### config.mk
export PLATFORM = sky130hd
export DESIGN_NAME = reg_bank_rw
export DESIGN_NICKNAME = d
export VERILOG_FILES = /design/src/rtl/reg_bank_rw.sv
export SDC_FILE = /design/constraint.sdc
export NUM_CORES = 2
export LEC_CHECK = 0
export BUFFER_PORTS_ARGS = -buffer_cell sky130_fd_sc_hd__buf_2
export CAP_MARGIN = 20
export CORE_ASPECT_RATIO = 0.9
export CORE_MARGIN = 2
export CORE_UTILIZATION = 48
export CTS_CLUSTER_SIZE = 20
export DETAILED_ROUTE_END_ITERATION = 8
export RECOVER_POWER = 50
export REMOVE_ABC_BUFFERS = 1
export SYNTH_ARGS = -nofsm -noshare
export SYNTH_HDL_FRONTEND = slang
export SYNTH_SLANG_ARGS = --single-unit
### constraint.sdc
create_clock -name clk -period 5.6 [get_ports clk]
set_clock_uncertainty 0.1 [all_clocks]
set_input_delay 0.84 -clock clk [delete_from_list [all_inputs] [get_ports clk]]
set_output_delay 0.84 -clock clk [all_outputs]
set_load 0.01 [all_outputs]
### src/rtl/reg_bank_rw.sv
// reg_bank_rw: 32 x DATA_W MIPS general register bank.
// One write port, two registered read ports with write-first bypass,
// plus live views of $sp (r29) and $ra (r31).
module reg_bank_rw #(
  parameter int SP_INIT = 227,
  parameter int DATA_W  = 32
) (
  input  logic              clk,
  input  logic              reset,
  input  logic              reg_write,
  input  logic [4:0]        write_reg,
  input  logic [DATA_W-1:0] write_data,
  input  logic [4:0]        read_reg1,
  input  logic [4:0]        read_reg2,
  input  logic              load_ab,
  output logic [DATA_W-1:0] read_data1,
  output logic [DATA_W-1:0] read_data2,
  output logic [DATA_W-1:0] sp_value,
  output logic [DATA_W-1:0] ra_value,
  output logic              write_ack
);

  localparam logic [DATA_W-1:0] SP_RESET = DATA_W'(SP_INIT);

  // r0 has no storage; only r1..r31 are real registers.
  logic [DATA_W-1:0] regs_reg [1:31];
  // Full 32-entry view with r0 hard-wired to zero.
  logic [DATA_W-1:0] regs_view [32];

  logic [DATA_W-1:0] read_data1_reg, read_data2_reg;
  logic [DATA_W-1:0] op1_next, op2_next;
  logic              write_ack_reg;
  logic              commit;

  // A write to r0 is dropped and never acknowledged.
  assign commit = reg_write && (write_reg != 5'd0);

  assign regs_view[0] = '0;

  generate
    for (genvar gi = 1; gi < 32; gi++) begin : g_reg
      // Per-register storage; r29 comes out of reset holding the initial stack pointer.
      always_ff @(posedge clk) begin
        if (reset)
          regs_reg[gi] <= (gi == 29) ? SP_RESET : '0;
        else if (reg_write && (write_reg == 5'(gi)))
          regs_reg[gi] <= write_data;
      end
      assign regs_view[gi] = regs_reg[gi];
    end
  endgenerate

  // Operand selection with write-first bypass so a same-edge write is seen by the read.
  always_comb begin
    op1_next = '0;
    op2_next = '0;
    if (read_reg1 != 5'd0)
      op1_next = (reg_write && (write_reg == read_reg1)) ? write_data : regs_view[read_reg1];
    if (read_reg2 != 5'd0)
      op2_next = (reg_write && (write_reg == read_reg2)) ? write_data : regs_view[read_reg2];
  end

  // Registered A/B operands (captured only on load_ab) and the write acknowledge pulse.
  always_ff @(posedge clk) begin
    if (reset) begin
      read_data1_reg <= '0;
      read_data2_reg <= '0;
      write_ack_reg  <= 1'b0;
    end else begin
      write_ack_reg <= commit;
      if (load_ab) begin
        read_data1_reg <= op1_next;
        read_data2_reg <= op2_next;
      end
    end
  end

  assign read_data1 = read_data1_reg;
  assign read_data2 = read_data2_reg;
  assign write_ack  = write_ack_reg;
  assign sp_value   = regs_view[29];
  assign ra_value   = regs_view[31];

endmodule

# Word level (Yosys, flattened, before mapping)
# Memories as Yosys holds them, arrays and structs flattened.
# Cells that the tools add are included.
# classes
bitwise	33
n_reduce_logical	37
n_lt_le_gt_ge	2
n_eq_ne	33
mux	136
# ops
op	n
$mux 32	39
$bmux 32 s5	2
$mux 1	95
$eq 5x5->1 const B	16
$eq 5x4->1 const B	8
$logic_and 1x1->1	34
$or 1x1->1	31
$eq 5x3->1 const B	4
$reduce_bool 5->1	3
$ge 6x6->1 const B	2
$not 5->6	2
$eq 5x2->1 const B	2
$eq 5x5->1	2
$eq 5x1->1 const B	1
# totals
mem_bits_rw	992
n_memories	1
register_bits	65
out_inout_bits	129
word_cells	245
inputBits	51
# mem_list
memory	words	word_bits	read_ports	rd_clocked_by_memory_dff	write_ports	line_no	rtl
regs_reg	31	32	31	0	31	26	logic [DATA_W-1:0] regs_reg [1:31];

# Logic depth before layout (Yosys ltp)
# logic_depth
depth_word	6
ltp_mapped	10
depth_no_buf	5

# Worst setup path before layout
# OpenSTA, ideal clock, no wires.
# synth_path
kind	input to register
startpoint	in write_reg[1]
endpoint	reg regs_reg[0][576] (netlist name)
t_required_ps	5034
setup_slack_ps	1333
path_buffers	1
arrival_ps	3701
setup_ps	466
cell_stages	4
cell_sequence	clkbuf_1 nor2b_1 nand2_1 o21ai_0
# synth_lines
element	line_no	rtl
from (decl)	11	input logic [4:0] write_reg,

==> summary.txt <==
Synthesis
  • Asr flop ratio synth: 0
  • Post-synth top area share: 0.530
  • Distinct cell type count after synthesis: 58
  • Post-synth EDFFs: 992
  • Post-synthesis sequential area ratio: 0.553
  • Most frequent cell after synthesis: and2_1
  • Top post-synthesis cells by count: and2_1 (999), edfxtp_1 (992), mux4_2 (397)
  • Mapped Cells: 4030
  • YS warnings: 0
  • Top cells by area, synth: edfxtp_1 (53%), mux4_2 (16%), and2_1 (11%), dfxtp_1 (2.3%), mux2i_1 (1.9%)
  • Yosys top cell by area: edfxtp_1
  • Main synth FF type: edfxtp_1
  • Avg Synthesized Cell Area: 13.9 µm²
  • Number of synthesized register bits: 1057
  • Synth Cell Area: 56200 µm²

Place
  • DP Cell Count: 5449
  • DP HPWL: 126000 µm
  • GPL Wtd Cong: 0.923
  • Number of port buffers: 179

STA
  • Final Setup Violations: 0
  • Final min period: 4350 ps
  • RSZ-0062 raised after global routing: no
  • Fin. Hold Viols: 0
  • Setup_tns: 0 ps
  • FMAX: 230 MHz
  • Worst slew pin tran: 3370 ps
  • Worst hold slack: 390 ps
  • Headroom to the max-slew limit: -1.25
  • Final Max Slew Viols: 1067
  • Final period util: 0.777

Layout
  • Area grow syn2layout: 10.0%
  • Final Net Count: 4046
  • Final core utilization: 0.530
  • Max reg flops: 992
  • Layout Cells excl Fill: 5666
  • Share of cells above drive strength 1: 0.221

Critical path
  • Crit path buffers/inverters: 2
  • Worst Path Max Fanout: 21
  • Cell chain of the critical path: clkbuf_1 > nand2_1 > o21ai_0 > buf_4
  • Worst stage delay on the critical path: 2100 ps
  • Arrival time worst endpoint: 4610 ps
  • Worst path slowest cell: o21ai_0
  • CP endpoint kind: flop
  • Critical path type: input port to flop
  • Top delay family on crit path: compound AO/OA/AOI/OAI gates
  • Setup crit start kind: input port
  • Worst path required time: 5860 ps

Run status
  • Failing checks: max-capacitance violations, max-slew violations
  • Status: finished with violations

Floorplan
  • Initial Utilization: 0.482
  • Die Y: 329 µm
  • Die W: 365 µm
  • Die area: 120000 µm²
  • Core Footprint: 117000 µm²
  • # rows: 119
  • IO Pins: 180

CTS
  • Clock transition at path regs: 60 ps
  • Clock sinks: 1057
  • TritonCTS buffer count: 113
  • CTS tree: done
  • Post-CTS setup buffers: 0
  • Root buffer cell: clkbuf_16
  • Post-CTS Resized: 0
  • Clk_lat worst skew: 730 ps
  • Cts hold-fix bufs: 0
  • CTS H-tree lvls: 3
  • Max clock buf depth: 3

Detailed routing
  • Antenna Nets Post-Route: 0
  • DRC viols: 0
  • Routed vias: 37318
  • Via-to-Cell Ratio: 6.59
  • Avg WL per Cell: 36.0 µm
  • 1st-iter DRT viols: 5579
  • DRT Pass-1 Iters: 5
  • Detailed Route WL: 204000 µm

Pwr
  • Max rail drop VDD: 0.247 mV
  • Pwr dens: 313 nW/µm²
  • Lkg Pwr: 20.8 nW

Worst hold path
  • Hold Path Class: flop to flop

Global route
  • Vias in the first global route: 36822
  • Initial antenna violation count: 12
  • Total gr overflow: 0
  • All-Layer GR Usage: 0.341
  • Largest net degree at the start of global routing: 88
  • First-pass GRT wire length: 285000 µm

Flow run
  • Max-cap viol count: 38
report_power, final:
part / total, mW / internal, mW / leakage (nW) / switching [mW]
clock: 7.64 / 4.41 / 1.80 / 3.23
sequential: 9.41 / 9.11 / 10.0 / 0.307
combinational: 2.28 / 0.868 / 8.96 / 1.41
cell usage in the layout (no fill, tap or decap), drive strengths merged, types with 8 or more instances in the layout:
cell type	n
nand4	25
o41ai	8
dfxtp	65
mux4	397
and2	999
mux2i	106
o211ai	20
a22o	16
mux2	94
a21oi	42
o21ai	72
o22a	14
nand2b	22
or3	12
buf	200
a22oi	80
nor2	80
or4	9
a2111oi	12
a221oi	21
nand3	31
clkbuf	276
edfxtp	992
nor2b	53
bufinv	12
a32oi	14
xnor2	10
clkinv	49
a211oi	48
nand2	139
o22ai	82
o221ai	15
final timing paths:
| path | start | endpoint | slack [ps] | cells past startpoint |
|---|---|---|---|---|
| worst max register to register | regs_reg[0][885]$_SDFFCE_PN0P_ | read_data2[21]$_SDFFE_PP0P_ | 3290 | 4 |
| worst min register to register | read_data2[17]$_SDFFE_PP0P_ | read_data2[17]$_SDFFE_PP0P_ | 390 | 2 |
| worst max-delay path | write_reg[4] | regs_reg[0][780]$_SDFFCE_PN0P_ | 1250 | 4 |
| worst min-delay path | read_data2[17]$_SDFFE_PP0P_ | read_data2[17]$_SDFFE_PP0P_ | 390 | 2 |
layout make-up:
type / instances / area, µm²
antenna: 6 / 15.0
clock buffer: 143 / 3090
fill: 9679 / 54800
multi-input combinational: 2487 / 23000
clock inverter: 64 / 597
sequential: 1057 / 31100
timing repair buffer: 333 / 2040
inverter: 3 / 11.3
tap: 1573 / 1970
worst min-delay path, cell delays in order (launching register included):
cell and delay (ps):
dfxtp_1 330, a22oi_1 80, nand2_1 60
through the flow:
step                area, µm²  setup WS (ps)  total power, mW
detailed placement      58400           1820             11.8
global route            61800           1310             19.8
global placement        58400           1830             11.8
CTS                     62100           2590             19.3
floorplan               53900           1430             10.5
finish                  61800           1250             19.3
per-layer routing:
metal,GRT usage,vias up,part of all wire
met5,0,-,0.000054
met4,0.163,2,0.056
met3,0.0834,449,0.11
met2,0.519,2372,0.45
met1,0.462,19267,0.38
li1,-,15228,-
cell families (layout without fill, tap and decap cells):
| kind of cell | Yosys count | after routing | share of synthesized area |
|---|---|---|---|
| other cells | 0 | 6 | 0 |
| simple gates | 1397 | 1397 | 0.146 |
| flops | 1057 | 1057 | 0.553 |
| mux | 597 | 597 | 0.197 |
| xor+xnor | 10 | 10 | 0.00156 |
| compound gates | 483 | 483 | 0.0611 |
| buf+inv | 486 | 543 | 0.0418 |
No activity file was read; power rests on OpenSTA's default activity.
